[src/rtl/id_fetch_queue.sv]
`default_nettype none
//-----------------------------------------------------------------------------
// Module  : id_fetch_queue
// Brief   : DEPTH-entry in-order fetch queue with pipelined imem reads,
//           flush-safe stale-response dropping and optional head bypass.
// Revision: 1.0
//-----------------------------------------------------------------------------
module id_fetch_queue #(
  parameter int DEPTH           = 4,
  parameter int MAX_OUTSTANDING = 2,
  parameter int BYPASS          = 1
) (
  input  logic                     clk,
  input  logic                     rst,
  input  logic                     req_valid,
  input  logic [31:0]              req_pc,
  output logic                     req_ready,
  output logic [31:0]              imem_addr,
  output logic [3:0]               imem_rmask,
  input  logic                     imem_resp,
  input  logic [31:0]              imem_rdata,
  input  logic                     i_flush,
  output logic                     o_valid,
  output logic [31:0]              o_inst,
  output logic [31:0]              o_pc,
  output logic [63:0]              o_order,
  input  logic                     i_ready,
  output logic [$clog2(DEPTH):0]   o_count,
  output logic                     o_imem_stall
);

  localparam int          AW        = $clog2(DEPTH);
  localparam int          PW        = AW + 1;
  localparam int          DW        = $clog2(MAX_OUTSTANDING + 1);
  localparam logic [31:0] C_NOP     = 32'h0000_0013;
  localparam logic [31:0] C_DEPTH   = 32'(DEPTH);
  localparam logic [31:0] C_MAX_OUT = 32'(MAX_OUTSTANDING);

  logic [PW-1:0] r_wr_ptr;
  logic [PW-1:0] r_fill_ptr;
  logic [PW-1:0] r_rd_ptr;
  logic [DW-1:0] r_drop;
  logic [63:0]   r_order;
  logic [31:0]   r_pc   [DEPTH];
  logic [31:0]   r_inst [DEPTH];

  logic [PW-1:0] w_alloc;
  logic [PW-1:0] w_pend;
  logic [PW-1:0] w_filled;
  logic [31:0]   w_busy;
  logic          w_ready;
  logic          w_fire;
  logic          w_resp_ok;
  logic          w_drop;
  logic          w_fill;
  logic          w_bypass;
  logic          w_valid;
  logic          w_pop;
  logic [DW-1:0] w_drop_flush;
  logic [AW-1:0] w_rd_idx;

  // Pointer differences modulo 2*DEPTH; the wrap bit separates full from empty.
  assign w_alloc  = r_wr_ptr - r_rd_ptr;
  assign w_pend   = r_wr_ptr - r_fill_ptr;
  assign w_filled = r_fill_ptr - r_rd_ptr;
  assign w_busy   = 32'(w_pend) + 32'(r_drop);
  assign w_rd_idx = r_rd_ptr[AW-1:0];

  assign w_ready   = !i_flush && (32'(w_alloc) < C_DEPTH) && (w_busy < C_MAX_OUT);
  assign w_fire    = req_valid && w_ready;
  assign w_resp_ok = imem_resp && (w_busy != 32'd0);
  assign w_drop    = w_resp_ok && (r_drop != '0);
  assign w_fill    = w_resp_ok && (r_drop == '0);

  assign w_bypass = (BYPASS != 0) && (w_pend != '0) && (r_drop == '0) && imem_resp &&
                    (r_fill_ptr == r_rd_ptr);
  assign w_valid  = !i_flush && ((w_filled != '0) || w_bypass);
  assign w_pop    = w_valid && i_ready;

  // Every live read becomes stale; a response in this same cycle retires one of them.
  assign w_drop_flush = DW'(32'(r_drop) + 32'(w_pend) - 32'(w_resp_ok));

  always_ff @(posedge clk) begin
    if (rst) begin
      r_wr_ptr   <= '0;
      r_fill_ptr <= '0;
      r_rd_ptr   <= '0;
      r_drop     <= '0;
      r_order    <= 64'd0;
    end else if (i_flush) begin
      r_wr_ptr   <= '0;
      r_fill_ptr <= '0;
      r_rd_ptr   <= '0;
      r_drop     <= w_drop_flush;
    end else begin
      if (w_fire) r_wr_ptr   <= r_wr_ptr + PW'(1);
      if (w_fill) r_fill_ptr <= r_fill_ptr + PW'(1);
      if (w_drop) r_drop     <= r_drop - DW'(1);
      if (w_pop) begin
        r_rd_ptr <= r_rd_ptr + PW'(1);
        r_order  <= r_order + 64'd1;
      end
    end
  end

  // A bypassed response is also written; the slot is released by the same pop.
  always_ff @(posedge clk) begin
    if (w_fire) r_pc[r_wr_ptr[AW-1:0]]     <= req_pc;
    if (w_fill) r_inst[r_fill_ptr[AW-1:0]] <= imem_rdata;
  end

  assign req_ready    = w_ready;
  assign imem_addr    = req_pc;
  assign imem_rmask   = w_fire ? 4'hF : 4'h0;
  assign o_valid      = w_valid;
  assign o_inst       = !w_valid ? C_NOP : ((w_filled != '0) ? r_inst[w_rd_idx] : imem_rdata);
  assign o_pc         = w_valid ? r_pc[w_rd_idx] : 32'd0;
  assign o_order      = r_order;
  assign o_count      = w_alloc;
  assign o_imem_stall = !w_valid && (w_pend != '0);

  a_resp_has_owner : assert property (@(posedge clk) disable iff (rst)
    imem_resp |-> (w_busy != 32'd0));

endmodule
`default_nettype wire

[config.mk]
export PLATFORM = sky130hd
export DESIGN_NAME = id_fetch_queue
export DESIGN_NICKNAME = d
export VERILOG_FILES = /design/src/rtl/id_fetch_queue.sv
export SDC_FILE = /design/constraint.sdc
export NUM_CORES = 1
export LEC_CHECK = 0
export CORE_UTILIZATION = 48
export CTS_CLUSTER_SIZE = 30
export DETAILED_ROUTE_END_ITERATION = 8
export GPL_TIMING_DRIVEN = 0
export PLACE_DENSITY_LB_ADDON = 0.2
export RECOVER_POWER = 50
export SYNTH_ARGS = -nofsm -noshare
export SYNTH_HDL_FRONTEND = slang
export SYNTH_SLANG_ARGS = --single-unit
[constraint.sdc]
create_clock -name clk -period 3.8 [get_ports clk]
set_clock_uncertainty 0.15 [all_clocks]
set_input_delay 0.38 -clock clk [delete_from_list [all_inputs] [get_ports clk]]
set_output_delay 0.38 -clock clk [all_outputs]
set_load 0.05 [all_outputs]
==> impl_metrics.py <==
metrics = {
    "outcome": {
        "status": "finished, final reports clean",
    },
    "placed_design": {
        "gp_congestion": 0.813,
        "dpl.hpwl_um": 20700,
        "dp.cells": 1624,
        "place_area_um2": 17100,
        "numPortBuffers": 239,
    },
    "worst_setup_path": {
        "max_stage_delay_ns": 0.56,
        "cp_cell_sequence": "inv_2 > ha_1 > inv_1 > fa_2 > fa_1 > or3_4 > a211oi_4 > buf_6 > buf_4 > buf_6",
        "criticalPathCategory": "reg2out",
        "cp_max_fo": 5,
        "cp-end-kind": "output port",
        "worstSetupStartpointType": "register",
        "cp_slowest_cell": "fa_2",
        "cp.arrival_ns": 3.18,
        "cp_common_cell": "buf_6",
        "required_ns": 3.27,
    },
    "yosys": {
        "synthArstFlopShare_pct": 0,
        "synth_cell_types": 48,
        "yosys.area.top_type": "edfxtp_1",
        "synth_area_um2": 14200,
        "yosys-top-cells-count": "edfxtp_1, nand2_1, dfxtp_1",
        "synth.top_cell.area_share_pct": 54.1,
        "synth_nets": 1092,
        "synth_edf_count": 256,
        "syn_inst": 1001,
        "yosysSeqAreaShare_pct": 64.9,
        "syn_avg_cell_area_um2": 14.2,
        "synth_most_common_cell": "edfxtp_1",
        "ys_warn_count": 0,
        "synth_area_leaders": "edfxtp_1, dfxtp_1, mux4_2",
        "ys_ff_latch": 333,
        "synth_top_flop_cell": "edfxtp_1",
    },
    "clock_tree": {
        "cts_made_buffers": 36,
        "clk_pin_slew_ns": 0.06,
        "clk_latency_ns": 0.50,
        "cts_tree": "built",
        "cts.hold.buffers_added": 0,
        "clk_path_buf_depth": 3,
        "cts_num_sinks": 333,
        "clock-root-buffer": "clkbuf_16",
        "htreeDepth": 2,
    },
    "die": {
        "row_count": 62,
        "dieHeight_um": 174,
        "start_util_pct": 49.1,
        "die_area_um2": 30300,
        "ioPinCount": 240,
        "dieWidth_um": 174,
        "core-area_um2": 28900,
    },
    "drt": {
        "drt-pass1-iter-count": 5,
        "drt_wl_total_um": 31400,
        "drc_errors": 0,
        "via_count": 9109,
        "via_per_inst": 5.39,
        "routedWlPerCell_um": 18.6,
        "drt_iter0_drc": 620,
        "ant_nets": 0,
    },
    "pwr": {
        "combPwrFrac_pct": 15.9,
        "swShare_pct": 25.8,
        "p_int_mw": 6.72,
        "p_clk_share_pct": 38.5,
        "p_sw_mw": 2.33,
        "p_total_mw": 9.05,
        "power_leakage_nw": 6.43,
        "powerDensity_nw_per_um2": 496,
        "peakVddDrop_uv": 359,
        "p_seq_share_pct": 45.7,
    },
    "cells_and_area": {
        "final_area_um2": 18200,
        "ff_latch_area_um2": 9230,
        "multi_input_area_um2": 4500,
        "fillers": 2233,
        "area_growth_pct": 28.3,
        "layout-drive-gt1-share_pct": 21.0,
        "final_cells": 1691,
        "antenna_cells": 0,
        "final_util_pct": 63.0,
        "fin_nets": 1372,
    },
    "timing": {
        "fmax_ghz": 0.270,
        "worstMarginPinSlew_ns": 0.897,
        "maxSlewHeadroom_pct": 40.2,
        "fin_crit_ns": 3.71,
        "post-route-period-util_pct": 97.5,
        "finalHoldViolations": 0,
        "whs_ns": 0.351,
        "setup_viol": 0,
        "finalMaxSlewViolations": 0,
    },
    "grt": {
        "grt_max_degree": 34,
        "grt_pass1_wl_um": 49700,
        "grt_pass1_vias": 9111,
        "grt_use_total_pct": 21.1,
        "antenna_found_initial": 0,
        "gr-total-overflow": 0,
    },
    "worst_hold_path": {
        "hp-class": "reg2reg",
    },
    "job": {
        "drv_cap": 0,
    },
}
repair_timing:
item | in CTS | in global routing
pin swaps | 2 | 2
resized for setup | 310 | 84
endpoints found under the setup margin | 200 | 69
setup buffers | 4 | 0
worst max-delay path, delay by kind of cell, from the launching register on:
family,cells,cell delay (ns)
DFF,1,0.35
buffers and inverters,5,0.55
AOI/OAI and AO/OA,1,0.17
and+or+nand+nor,1,0.41
adders and majority gates,3,1.18
metrics by stage:
stage | worst slack (ns) | TNS [ns]
global placement | -0.893 | -150.54
finish | 0.0935 | 0
global route | -0.00836 | -0.00836
detailed placement | -0.955 | -119.03
CTS | -0.137 | -2.52
floorplan | 0.0738 | 0
cells by family after synthesis:
| family | count (synthesis) | synth area share, % |
|---|---|---|
| AOI/OAI and AO/OA | 97 | 3.94 |
| xor gates and xnor gates | 49 | 3.22 |
| adders and majority gates | 21 | 2.01 |
| buffers and inverters | 106 | 3.82 |
| DFF | 333 | 64.9 |
| muxes | 67 | 10.4 |
| and+or+nand+nor | 328 | 11.7 |
cells in the final DEF, fill, tap and decap left out, types with 8 or more instances in the layout:
cell type,instances
edfxtp_1,256
dlygate4sd3_1,162
nand2_1,90
dfxtp_1,76
mux4_2,64
a21oi_1,60
nor2_1,56
buf_2,49
buf_4,39
xnor2_1,38
nand3_1,37
clkbuf_16,37
and2_1,35
clkbuf_1,32
inv_1,20
clkdlybuf4s15_2,18
ha_1,18
o21ai_0,17
or3_1,17
nor4_1,16
nor3_1,15
nand4_1,14
buf_6,11
and3_1,10
or4_1,10
o31ai_1,9
clkbuf_2,8
xor2_1,8
cell type report:
class,instances,share of cell area (%)
Sequential cell,333,50.6
Multi-Input combinational cell,562,24.7
Timing Repair Buffer,243,12.2
Clock buffer,43,5.20
Buffer,82,2.88
Tap cell,384,2.64
Clock inverter,21,1.28
Inverter,23,0.473
metal layers:
metal  routed length, um  vias to the layer above  global-route usage, %
li1                    -                     4287                      -
met1               13600                     4496                   28.1
met2               15300                      287                   34.8
met3                1970                       39                   4.68
met4                 560                        0                   5.81
met5                   0                        -                      0
path summary, 6_finish.rpt:
kind               start             to  slack [ns]  cells past startpoint
max          r_wr_ptr[0]  imem_rmask[3]        0.09                     10
min          o_order[46]    o_order[46]        0.35                      2
max reg2reg  r_wr_ptr[0]     r_pc[3][6]        0.22                     10
min reg2reg  o_order[46]    o_order[46]        0.35                      2
power by group through the flow:
stage / Combinational [mW] / Sequential [mW] / Clock (mW)
after floorplan: 0.950 / 4.20 / 0
after global placement: 1.45 / 4.21 / 0
after detailed placement: 1.46 / 4.21 / 0
after CTS: 1.49 / 4.13 / 3.56
after global routing: 1.54 / 4.15 / 3.69
final: 1.44 / 4.13 / 3.48
flip-flops by register name (all words and copies together) (netlist names), named ones only:
name and flops:
o_order 64, r_pc 128, r_drop 2, r_fill_ptr 3, r_rd_ptr 3, r_wr_ptr 3, r_inst 128
Note: power is estimated with default switching activity, not from simulation.
==> RTL change 1 (same flow settings) <==
Set the parameter `MAX_OUTSTANDING` to 1 (it was 2).
--- a/src/rtl/id_fetch_queue.sv
+++ b/src/rtl/id_fetch_queue.sv
@@ -7,7 +7,7 @@
 //-----------------------------------------------------------------------------
 module id_fetch_queue #(
   parameter int DEPTH           = 4,
-  parameter int MAX_OUTSTANDING = 2,
+  parameter int MAX_OUTSTANDING = 1,
   parameter int BYPASS          = 1
 ) (
   input  logic                     clk,
Formal check against the unedited RTL: not equivalent (Yosys sat finds a counterexample within 4 cycles, from zero or initial values and one cycle with rst high).
==> RTL change 1 against the original RTL <==
The run now ends with max-capacitance violations, max-slew violations left. Power is 5.8% lower. Global-route usage is 0.42 points higher. Sequential cell count is 1 lower. Count of clock-buffer cells in the layout is 3 higher. Worst setup slack better by 0.032 ns. Area after synthesis is 0.20% higher. Non-clock buffer count is 13 higher. Wire length is 3.8% higher. Cell area is 1.8% higher. Critical endpoint is now imem_rmask[0].
==> RTL change 1: results (changes against the original RTL) <==
| Metric | Value |
|---|---|
| Outcome | finished, violations left |
| Failing checks | max-capacitance violations, max-slew violations |
| Met1 Usage GRT | 0.286 (+0.00484) |
| Cell variety after synth | 45 (-6.3%) |
| GR Util met3 | 0.0413 (-0.00547) |
| GRT Total Usage | 0.215 (+0.00416) |
| Mapped Nets | 1096 (+0.37%) |
| Share of layout cells above drive strength 1 | 0.216 (+0.00603) |
| Worst R2R End | o_order[7] |
| Met3 Wirelength | 1.93 mm (-2.4%) |
| Iter 0 DRT Violations | 684 (+10%) |
| Dpl ws | -0.605 ns (+0.350 ns) |
| Comb pwr share | 0.094 (-0.065) |
| Main area contributors after synthesis | edfxtp_1 54%, dfxtp_1 11%, mux4_2 10% |
| Worst vdd ir | 0.271 mV (-25%) |
| FMAX | 272 MHz (+0.87%) |
| Crit path arrival time | 3.14 ns (-0.04 ns) |
| CP endpoint | imem_rmask[0] |
| Slew @ Worst Pin | 1.62 ns (+0.726 ns) |
| Max incr delay on CP | 0.54 ns (-0.02 ns) |
| DP Area | 17100 um^2 (+0.10%) |
| Vias | 9436 (+3.6%) |
| Leakage | 6.46 nW (+0.51%) |
| Clock Latency Late Sink | 0.52 ns (+0.02 ns) |
| Max-Cap Viols | 1 (+1) |
| Sw frac | 0.227 (-0.0311) |
| Reg2Reg Setup Slack | 0.20 ns (-0.02 ns) |
| Worst Reg2Reg Path Length in Cells | 9 (-1) |
| Post-synth top cells | 256 x edfxtp_1, 100 x nand2_1, 91 x a21oi_1 |
| CTS buffer count | 37 (+2.8%) |
| Global Route met2 Usage | 0.362 (+0.0141) |
| # fillers | 2164 (-3.1%) |
| Nets | 1386 (+1.0%) |
| Drt first pass iters | 8 (+3) |
| Number of global-route vias before repair | 9307 (+2.2%) |
| Slew Limit Fails | 10 (+10) |
[RTL change 1: cell types whose count changed after synthesis, sizes merged, moves of 12 or more]
cell	unedited run	this run
xnor2	39	3
a21oi	60	91
nor2	58	31
o31ai	10	31
or4	12	30
o21ai	17	34
nor4	18	3
nand3	37	23
nor3	15	3
[RTL change 1: timing repair]
action                                  in CTS  in global routing
endpoints found under the hold margin        0                  0
gates resized for setup                    313                 26
pin swaps                                    3                  3
endpoints found under the setup margin      71                 67
cloned                                       4                  0
buffers inserted                             9                  1
[RTL change 1: kinds of logic (layout without fill, tap and decap cells)]
| logic type | Yosys count | count (layout) | synth area share |
|---|---|---|---|
| buffers and inverters | 110 | 428 | 0.0401 |
| muxes | 69 | 69 | 0.105 |
| AOI/OAI and AO/OA | 163 | 163 | 0.0673 |
| adders and majority gates | 18 | 18 | 0.0169 |
| and+or+nand+nor | 307 | 307 | 0.116 |
| xor gates and xnor gates | 9 | 9 | 0.00826 |
| DFF | 332 | 332 | 0.646 |
[RTL change 1: area by class of cell]
type / instances / area, um^2 / share of cell area
flip-flops and latches: 332 / 9210 / 0.496
multi-input cells: 566 / 4490 / 0.242
repair buffers: 251 / 2480 / 0.134
clock buffers: 46 / 983 / 0.0530
plain buffers: 87 / 522 / 0.0281
well taps: 384 / 480 / 0.0259
clock inverters: 21 / 302 / 0.0162
inverters: 22 / 86.3 / 0.00465
repair inverters: 1 / 7.51 / 0.000404
[RTL change 1: through the flow]
step,hold slack [ns],std cells,power (W),utilization
6_report,0.172,1710,0.00853,0.642
5_1_grt,0.222,1710,0.00879,0.642
4_1_cts,0.153,1709,0.00861,0.641
3_5_place_dp,0.336,1630,0.00488,0.592
3_3_place_gp,0.332,1630,0.00487,0.591
2_1_floorplan,0.325,1008,0.00456,-
==> RTL change 2 (config.mk and constraints unchanged) <==
Made on the original files. Put a register stage on the output `o_count`. The value now appears one clock later. The other outputs are not delayed to match.
--- a/src/rtl/id_fetch_queue.sv
+++ b/src/rtl/id_fetch_queue.sv
@@ -116,7 +116,9 @@
   assign o_inst       = !w_valid ? C_NOP : ((w_filled != '0) ? r_inst[w_rd_idx] : imem_rdata);
   assign o_pc         = w_valid ? r_pc[w_rd_idx] : 32'd0;
   assign o_order      = r_order;
-  assign o_count      = w_alloc;
+  always_ff @(posedge clk) begin
+    o_count <= w_alloc;
+  end
   assign o_imem_stall = !w_valid && (w_pend != '0);
 
   a_resp_has_owner : assert property (@(posedge clk) disable iff (rst)
Function: changed (Yosys sat finds a counterexample within 4 cycles, from zero or initial values and one cycle with rst high).
==> RTL change 2 against the original RTL <==
Power is 1.9% higher. Area after synthesis is 2.8% higher. Die area grew 2.7%. Cell area increased by 2.0%. Sequential share of layout area down 0.67 points. Worst setup slack better by 0.058 ns. Sequential cell count rose by 3. Wire length grew 7.1%. Critical endpoint is now imem_rmask[2]. Highest routed layer unchanged.
==> RTL change 2: results (changes against the original RTL) <==
| Metric | Value |
|---|---|
| Worst vdd ir | 0.387 mV (+7.7%) |
| Largest net degree at the start of global routing | 34 (unchanged) |
| Global Route met2 Usage | 0.369 (+0.0213) |
| Sw frac | 0.262 (+0.00419) |
| Initial antenna violation count | 1 (+1) |
| Hold slack | 0.334 ns (-0.0165 ns) |
| Comb group | 0.00152 W (+6%) |
| Wl on met1 | 14.2 mm (+4.7%) |
| Met3 Wirelength | 2.02 mm (+2.4%) |
| Async SR Flop Fraction | 0 (unchanged) |
| Leakage | 6.43 nW (about the same) |
| Crit path arrival time | 3.12 ns (-0.06 ns) |
| Iter 0 DRT Violations | 634 (+2.3%) |
| Vias per cell | 5.60 (+4.0%) |
| # fillers | 2337 (+4.7%) |
| Met2 wire len | 16.8 mm (+9.8%) |
| Clock group | around 0.0035 W |
| Slew @ Worst Pin | 1.11 ns (+0.215 ns) |
| HPWL after DPL | 22.1 mm (+6.8%) |
| Worst-path fanout max | 5 (unchanged) |
| Post-Synth XOR/XNOR Area | 0.00908 (-0.0231) |
| Final Wtd Congestion | 0.863 (+6.2%) |
| Min-delay src | o_order[63] |
| Mux cell area share after synthesis | 0.106 (+0.00270) |
| Met1 Usage GRT | 0.292 (+0.0111) |
| DP Area | 17500 um^2 (+2.4%) |
| Hold endpoint | o_order[63] |
| Crit path from | r_wr_ptr[0] |
| Clock Latency Late Sink | 0.50 ns (about the same) |
| Seq/Total Area, Yosys | 0.636 (-0.0133) |
| Root buf cell | clkbuf_16 |
| CP endpoint | imem_rmask[2] |
| H-tree depth | 2 (unchanged) |
| Worst R2R End | r_inst[3][8] |
| # port buffers | 239 (unchanged) |
| Reg2Reg Setup Slack | between 0.2 and 0.25 ns |
| Compound-Gate Fraction of Synth Area | 0.0635 (+0.0241) |
| CTS max path bufs | 3 (unchanged) |
| Cell variety after synth | 51 (+6.3%) |
| Number of global-route vias before repair | 9754 (+7.1%) |
| CTS buffer count | 36 (unchanged) |
| Hold Path Stages | 2 (unchanged) |
| Outcome | complete, no violations |
| GR Util met3 | 0.0345 (-0.0124) |
| HP Class | reg2reg |
| Total Wirelength | 33.6 mm (+7.1%) |
| Hold-fix buffers, CTS | 0 (unchanged) |
| GRT Total Usage | 0.218 (+0.00727) |
| Mapped Cells | 1046 (+4.5%) |
| Clk slew on worst S/H paths | 0.06 ns (about the same) |
| EDFF count, synth | 256 (unchanged) |
| Main area contributors after synthesis | edfxtp_1 53%, dfxtp_1 11%, mux4_2 9.9% |
| Post-synth top cells | 256 x edfxtp_1, 94 x nand2_1, 86 x a21oi_1 |
| Synth Area in Adders | 0.0195 (-0.000540) |
| Share of layout cells above drive strength 1 | 0.202 (-0.00804) |
| Mapped Nets | 1137 (+4.1%) |
| Max Used Layer | met4 |
| Nets | 1418 (+3.4%) |
| Global-route wire length before repair | 52.7 mm (+5.9%) |
RTL change 2: cell types whose count changed after synthesis, sizes merged, moves of 5 or more:
cell   unedited run  this run
xnor2            39         6
o31ai            10        40
or4              12        40
a21oi            60        86
nor2             58        32
nand4            14        29
nor4             18         7
mux2              0         8
buf              47        54
nand3            37        30
and3             13         8
xor2              8         3
RTL change 2: timing repair:
action,in CTS,in global routing
setup buffers,3,1
endpoints found under the setup margin,329,266
hold endpoints to repair,0,0
resized for setup,380,22
pin swaps,2,2
RTL change 2: worst max-delay path, stage by stage (launching register included):
cell and delay [ns]:
dfxtp_2 0.37, inv_2 0.07, ha_1 0.19, inv_1 0.07
fa_2 0.47, fa_2 0.39, or2_2 0.35, a211oi_4 0.23
buf_4 0.18, buf_4 0.11, buf_4 0.18
RTL change 2: layout make-up:
type                            instances  area (um^2)  share of cell area
Sequential cell                       336         9290               0.500
Buffer                                 92          524              0.0282
Timing Repair Buffer                  243         2230               0.120
Multi-Input combinational cell        595         4760               0.256
Tap cell                              390          488              0.0262
Inverter                               23         88.8             0.00478
Antenna cell                            2         5.00            0.000269
Clock inverter                         20          210              0.0113
Clock buffer                           45          997              0.0536
RTL change 2: metrics by stage:
| step | setup WS [ns] | instances | setup TNS, ns | total power [W] | utilization |
|---|---|---|---|---|---|
| after floorplan | 0.0857 | 1046 | 0 | 0.00529 | - |
| after global placement | -0.742 | 1675 | -159.17 | 0.00582 | 0.587 |
| after detailed placement | -0.571 | 1675 | -97.05 | 0.00584 | 0.588 |
| after CTS | -0.176 | 1743 | -20.17 | 0.00933 | 0.624 |
| after global routing | 0.00776 | 1744 | 0 | 0.00955 | 0.624 |
| final | 0.152 | 1746 | 0 | 0.00922 | 0.624 |
